### config.mk
export PLATFORM = sky130hd
export DESIGN_NAME = disp_scan_ctrl
export DESIGN_NICKNAME = d
export VERILOG_FILES = /design/src/rtl/disp_scan_ctrl.sv
export SDC_FILE = /design/constraint.sdc
export NUM_CORES = 1
export LEC_CHECK = 0
export CORE_ASPECT_RATIO = 1.4
export CORE_UTILIZATION = 54
export DETAILED_ROUTE_END_ITERATION = 10
export PLACE_DENSITY = 0.73
export SYNTH_ARGS = -nofsm -noshare
export SYNTH_HDL_FRONTEND = slang
export SYNTH_SLANG_ARGS = --single-unit
### constraint.sdc
create_clock -name clk -period 3.9 [get_ports clk]
set_input_delay 0.585 -clock clk [delete_from_list [all_inputs] [get_ports clk]]
set_output_delay 0.585 -clock clk [all_outputs]
set_load 0.02 [all_outputs]
### src/rtl/disp_scan_ctrl.sv
// Eight-digit seven-segment scan controller: latches a value, converts it to hex or
// decimal digits (double-dabble, one shift per clock) and time-multiplexes the digits.
module disp_scan_ctrl #(
    parameter int unsigned SCAN_DIV = 150000,
    parameter bit          LZ_BLANK = 1'b1
) (
    input  logic        clk,
    input  logic        rst,
    input  logic        load,
    input  logic        mod,
    input  logic [31:0] data,
    input  logic [7:0]  point_mask,
    input  logic        blank,
    output logic        busy,
    output logic [3:0]  dig,
    output logic [2:0]  pos,
    output logic        point,
    output logic        off
);

    localparam logic [1:0] S_IDLE   = 2'd0;
    localparam logic [1:0] S_CONV   = 2'd1;
    localparam logic [1:0] S_COMMIT = 2'd2;

    localparam int unsigned          SW        = $clog2(SCAN_DIV);
    localparam logic [SW-1:0]        SCAN_LAST = SW'(SCAN_DIV - 1);

    logic [1:0]    state_q,  state_d;
    logic [4:0]    iter_q,   iter_d;
    logic [39:0]   bcd_q,    bcd_d;
    logic [31:0]   bin_q,    bin_d;
    logic          hex_q,    hex_d;
    logic [31:0]   data_q,   data_d;
    logic [7:0]    pcap_q,   pcap_d;
    logic [31:0]   disp_q,   disp_d;
    logic [7:0]    pmask_q,  pmask_d;
    logic [SW-1:0] scan_q,   scan_d;
    logic [2:0]    pos_q,    pos_d;

    logic [39:0]   bcd_adj;
    logic [39:0]   bcd_shift;
    logic [31:0]   bin_shift;
    logic          dd_overflow_unused;

    function automatic logic [39:0] dd_adjust(input logic [39:0] b);
        logic [39:0] r;
        r = b;
        for (int unsigned n = 0; n < 10; n++) begin
            if (b[4*n +: 4] >= 4'd5) begin
                r[4*n +: 4] = b[4*n +: 4] + 4'd3;
            end
        end
        return r;
    endfunction

    // One double-dabble step: correct nibbles, then shift {bcd, bin} left by one.
    always_comb begin
        bcd_adj = dd_adjust(bcd_q);
        {dd_overflow_unused, bcd_shift, bin_shift} = {bcd_adj, bin_q, 1'b0};
    end

    always_comb begin
        state_d = state_q;
        iter_d  = iter_q;
        bcd_d   = bcd_q;
        bin_d   = bin_q;
        hex_d   = hex_q;
        data_d  = data_q;
        pcap_d  = pcap_q;
        disp_d  = disp_q;
        pmask_d = pmask_q;

        case (state_q)
            S_IDLE: begin
                if (load) begin
                    hex_d  = mod;
                    data_d = data;
                    pcap_d = point_mask;
                    if (mod) begin
                        state_d = S_COMMIT;
                    end else begin
                        state_d = S_CONV;
                        iter_d  = '0;
                        bcd_d   = '0;
                        bin_d   = data;
                    end
                end
            end
            S_CONV: begin
                bcd_d  = bcd_shift;
                bin_d  = bin_shift;
                iter_d = iter_q + 5'd1;
                if (iter_q == 5'd31) begin
                    state_d = S_COMMIT;
                end
            end
            S_COMMIT: begin
                // BCD digits 8 and 9 are dropped: decimal display is value mod 10^8.
                disp_d  = hex_q ? data_q : bcd_q[31:0];
                pmask_d = pcap_q;
                state_d = S_IDLE;
            end
            default: begin
                state_d = S_IDLE;
            end
        endcase
    end

    always_comb begin
        scan_d = scan_q + SW'(1);
        pos_d  = pos_q;
        if (scan_q == SCAN_LAST) begin
            scan_d = '0;
            pos_d  = pos_q + 3'd1;
        end
    end

    always_ff @(posedge clk) begin
        if (rst) begin
            state_q <= S_IDLE;
            iter_q  <= '0;
            bcd_q   <= '0;
            bin_q   <= '0;
            hex_q   <= 1'b0;
            data_q  <= '0;
            pcap_q  <= '0;
            disp_q  <= '0;
            pmask_q <= '0;
            scan_q  <= '0;
            pos_q   <= '0;
        end else begin
            state_q <= state_d;
            iter_q  <= iter_d;
            bcd_q   <= bcd_d;
            bin_q   <= bin_d;
            hex_q   <= hex_d;
            data_q  <= data_d;
            pcap_q  <= pcap_d;
            disp_q  <= disp_d;
            pmask_q <= pmask_d;
            scan_q  <= scan_d;
            pos_q   <= pos_d;
        end
    end

    logic [3:0] digit [8];
    logic [7:0] upper_zero;

    // upper_zero[i]: digit i and every digit above it are zero.
    always_comb begin
        for (int unsigned i = 0; i < 8; i++) begin
            digit[i] = disp_q[4*i +: 4];
        end
        upper_zero[7] = (digit[7] == 4'd0);
        for (int unsigned i = 0; i < 7; i++) begin
            upper_zero[6-i] = upper_zero[7-i] & (digit[6-i] == 4'd0);
        end
    end

    assign busy  = (state_q != S_IDLE);
    assign pos   = pos_q;
    assign dig   = digit[pos_q];
    assign point = pmask_q[pos_q];
    assign off   = blank | (LZ_BLANK & (pos_q != 3'd0) & upper_zero[pos_q]);

endmodule

# Word-level counts from Yosys, hierarchy flattened
# Index checks and enable logic that the tools add are counted.
classes:
  n_addsub: 13
  magnitude_cmp: 12
  n_eq_ne: 7
  muxes: 31
  bitwise: 10
  n_reduce_logical: 16
ops:
  columns: ["cell", "n"]
  rows:
  - ["$mux 32", 3]
  - ["$mux 40", 2]
  - ["$pmux 40 s2", 1]
  - ["$pmux 32 s2", 1]
  - ["$mux 4", 11]
  - ["$ge 4x3->1 const B", 10]
  - ["$add 4x2->4 const B", 9]
  - ["$logic_not 4->1", 8]
  - ["$add 18x1->18 const B", 1]
  - ["$eq 18x18->1 const B", 1]
  - ["$bmux 4 s3", 1]
  - ["$mux 5", 2]
  - ["$pmux 5 s2", 1]
  - ["$and 1x1->1", 8]
  - ["$bmux 1 s3", 2]
  - ["$mux 2", 3]
  - ["$ne 2x2->1 const B", 3]
  - ["$add 5x1->5 const B", 1]
  - ["$eq 5x5->1 const B", 1]
  - ["$ge 4x4->1 const B", 1]
  - ["$lt 3x4->1 const B", 1]
  - ["$not 3->4", 1]
  - ["$pmux 2 s2", 1]
  - ["$reduce_and 2->1", 2]
  - ["other kinds (12)", 14]
word_totals:
  register_bits: 181
  in_bits: 45

# Logic depth before layout (Yosys ltp)
depth:
  depth_word: 12
  depth_mapped: 7

# Worst setup path after synthesis
# Ideal clock, no wire load.
synth_path:
  path_kind: "reg-to-output"
  start: "register pos_q[0] (netlist: pos[0])"
  end: "output port dig[0]"
  arrival_ps: 1724
  slack_ps: 1591
  path_stages_with_launch: 4
  n_path_buf: 1
  cell_sequence: "dfxtp_1 -> buf_2 -> mux4_2 -> mux2_2"
synth_between:
  elab_chain_cells: 4
synth_lines:
  columns: ["item", "line_no", "rtl"]
  rows:
  - ["from (decl)", "38", "logic [2:0] pos_q, pos_d;"]
  - ["from (signal assigned)", "142", "pos_q <= pos_d;"]
  - ["$not 3->4 (implied by the code)", "162", "assign dig = digit[pos_q];"]
  - ["$bmux 4 s3", "162", null]
  - ["$mux 4 (implied by the code) (2 in series)", "162", null]
  - ["to (decl)", "15", "output logic [3:0] dig,"]
# No other way between the ends. The select of a mux whose other input is x is not followed.

# Worst setup path in the final report
layout_path:
  start: "register pos_q[0] (netlist: pos[0])"
  end: "output port off"
layout_between:
  elab_chain_cells: 4
layout_lines:
  columns: ["item", "line_no", "rtl"]
  rows:
  - ["$bmux 1 s3", "164", "assign off = blank | (LZ_BLANK & (pos_q != 3'd0) & upper_zero[pos_q]);"]
  - ["$mux 1 (implied by the code)", "164", null]
  - ["$and 1x1->1 *", "164", null]
  - ["$or 1x1->1 *", "164", null]
  - ["to (decl)", "18", "output logic off"]
# Every way passes the cells marked *; elsewhere a longest branch is shown, timed or not. The select of a mux whose other input is x is not followed.

==> metrics <==
status finished, final reports clean; full die area 14900 um^2; post_cts resized 0; post-synth top area share 0.444; Setup crit end kind output pin; sw power 0.000949 W; Starting Density 0.558; max cap viols 0; clock period minus worst slack 3.34 ns; DRT iter0 DRCs 402; Nets 1001; Post-synth EDFFs 0; sw frac 0.238; P&R area growth vs syn 15.2%; clock sink total 173; Antenna Nets Post-Route 0; Internal 0.00303 W; CTS Buf Count 17; routability cong. 0.888; CP most frequent cell a41o_1; Setup crit start kind flip-flop; IO buf count 54; largest net degree at the start of global routing 100; I/O Pins 55; top cells by count, synth 181 x nand2_1, 173 x dfxtp_1, 118 x nor2_1; Pre-antenna DRT Iters 5; Mapped Cells 920; fraction of registers with async set/reset 0; vias in the first global route 6070; Routed WL 17500 um; Final Power 0.00398 W; clk buf depth 2; commonest register cell after synthesis dfxtp_1; share of cells above drive strength 1 0.0634; Final Hold Viols 0; final core occ 0.643; top-count cell post-synth nand2_1; clock-pin slew on the worst setup and hold paths 0.06 ns; leakage power of the design 3.21 nW; CP arrival 2.75 ns; Row Count 51; Slew Limit Fails 0; Post-route DRC 0; Seq pwr share 0.484; Mapped Nets 986; FILL cells 1193; pwr/cell area 443 nW/um^2; Syn Area/Cell 8.48 um^2; Slowest-stage cell, CP dfxtp_1; clock network power share 0.420; root buffer cell clkbuf_16; CTS tree done; Vias/cell 5.67; synth unique cells 42; f_max 0.299 GHz; Detailed Place HPWL 11500 um; clock latency on the worst-skew pair 0.43 ns; Clock Skews 0.00965 ns; worst-path fanout max 15; unrepaired setup endpoints after global routing no; Ant. Diodes 0; per-cell routed wire length 15.5 um; initial antenna violation count 0; Setup CP Type flip-flop to output pin; slew of the pin with the lowest slew margin 1.05 ns; fin crit share 0.856; Die Y 144 um; Area contributors post-synth dfxtp_1 44%, nand2_1 8.7%, nor2_1 5.7%; global-route usage over all layers 0.250; Post-CTS Setup Inserts 0; worst vdd rail ir drop 250 uV; register area share after synthesis 0.444; Hold/Removal Path Class flip-flop to flip-flop; Combinational Power Share 0.096; Setup TNS 0 ns; Worst EP required 3.31 ns; Core Area 14000 um^2; endpoints failing setup 0; yosys warns 0; first-pass GRT wire length 29800 um; CTS H-tree lvls 4; CP max stage delay 0.83 ns; FF+latch count, synth 173; Mapped Area 7800 um^2; die width 104 um; gr ovfl total 0; slew margin rel. 0.303; hold_buf cts 0; Yosys top cell by area dfxtp_1; Vias 6413; crit path cell chain inv_1 > ha_1 > nor3_1 > a41o_1 > a41o_1 > clkdlybuf4s50_1
## registers in the layout (all words and copies together), names as in the netlist
name / flops
bcd_q: 32
iter_q: 5
state_q: 2
scan_q: 18
pos: 3
hex_q: 1
pcap_q: 8
disp_q: 32
bin_q: 32
pmask_q: 8
data_q: 32
## per-layer routing
| layer | track usage | routed length, um | vias up |
|---|---|---|---|
| li1 | - | - | 3214 |
| met1 | 0.320 | 8000 | 3019 |
| met2 | 0.421 | 8380 | 157 |
| met3 | 0.0437 | 857 | 23 |
| met4 | 0.0946 | 277 | 0 |
| met5 | 0 | 0 | - |
## per-stage QoR
stage / area (um^2) / cells / hold WS [ns] / setup slack (ns)
6_report: 8980 / 1131 / 0.449 / 0.561
2_1_floorplan: 7800 / 920 / 0.409 / 1.59
3_5_place_dp: 8400 / 1101 / 0.442 / 0.975
4_1_cts: 8980 / 1131 / 0.451 / 0.527
5_1_grt: 8980 / 1131 / 0.466 / 0.345
3_3_place_gp: 8400 / 1101 / 0.430 / 1.05
## cell type report
class	instances	area [um^2]	share of cell area
timing repair buffer	61	616	0.0685
sequential	173	3460	0.386
tap	185	231	0.0258
clock buffer	24	502	0.0559
multi-input combinational	658	4000	0.445
inverter	24	90.1	0.0100
clock inverter	6	83.8	0.00933
## path summary, 6_finish.rpt
| path | startpoint | end | slack, ns | depth (start not counted) |
|---|---|---|---|---|
| max | pos[0]$_SDFFE_PP0P_ | off | 0.56 | 6 |
| min | pcap_q[0]$_SDFFE_PP0P_ | pmask_q[0]$_SDFFE_PP0N_ | 0.45 | 2 |
| max reg2reg | state_q[0]$_SDFFE_PP0P_ | bin_q[24]$_SDFFE_PP0P_ | 1.67 | 5 |
| min reg2reg | pcap_q[0]$_SDFFE_PP0P_ | pmask_q[0]$_SDFFE_PP0N_ | 0.45 | 2 |
## cell families after synthesis
kind of cell | count (synthesis) | synth area share
fa+ha+maj | 21 | 0.0337
flops | 173 | 0.444
mux | 49 | 0.0798
xor+xnor | 34 | 0.0382
simple gates | 365 | 0.196
buf+inv | 89 | 0.0469
compound gates | 189 | 0.161
## power by group through the flow
stage | Sequential [W] | Combinational (W) | Clock, W
floorplan | 0.00193 | 0.000275 | 0
global placement | 0.00196 | 0.000374 | 0
detailed placement | 0.00197 | 0.000380 | 0
CTS | 0.00193 | 0.000383 | 0.00170
global route | 0.00194 | 0.000424 | 0.00178
finish | 0.00193 | 0.000381 | 0.00167
## critical path, delay by kind of cell (launching register included)
kind	cells	cell delay [ns]
AO/OA/AOI/OAI	2	0.38
adder cells (fa/ha/maj)	1	0.23
AND/OR/NAND/NOR	1	0.13
buffers and inverters	2	0.76
flip-flops	1	0.83
## cells in the final DEF, fill, tap and decap left out, drive strengths merged, types with 2 or more instances in the layout
cell type	count
dfxtp	173
nand2	181
xnor2	27
xor2	7
mux4	10
clkdlybuf4s50	53
a21oi	67
ha	21
mux2	5
a211oi	32
clkinv	4
o21ai	20
a41o	2
nand2b	10
or4	2
nand3	13
nor2b	2
nor2	118
nor4	7
nor3	17
buf	8
and3	3
nand4	6
inv	24
clkbuf	24
a22oi	13
o211ai	7
a311oi	31
and2	2
bufinv	2
a32oi	7
a21o	7
mux2i	34
Note: power is estimated with default switching activity, not from simulation.
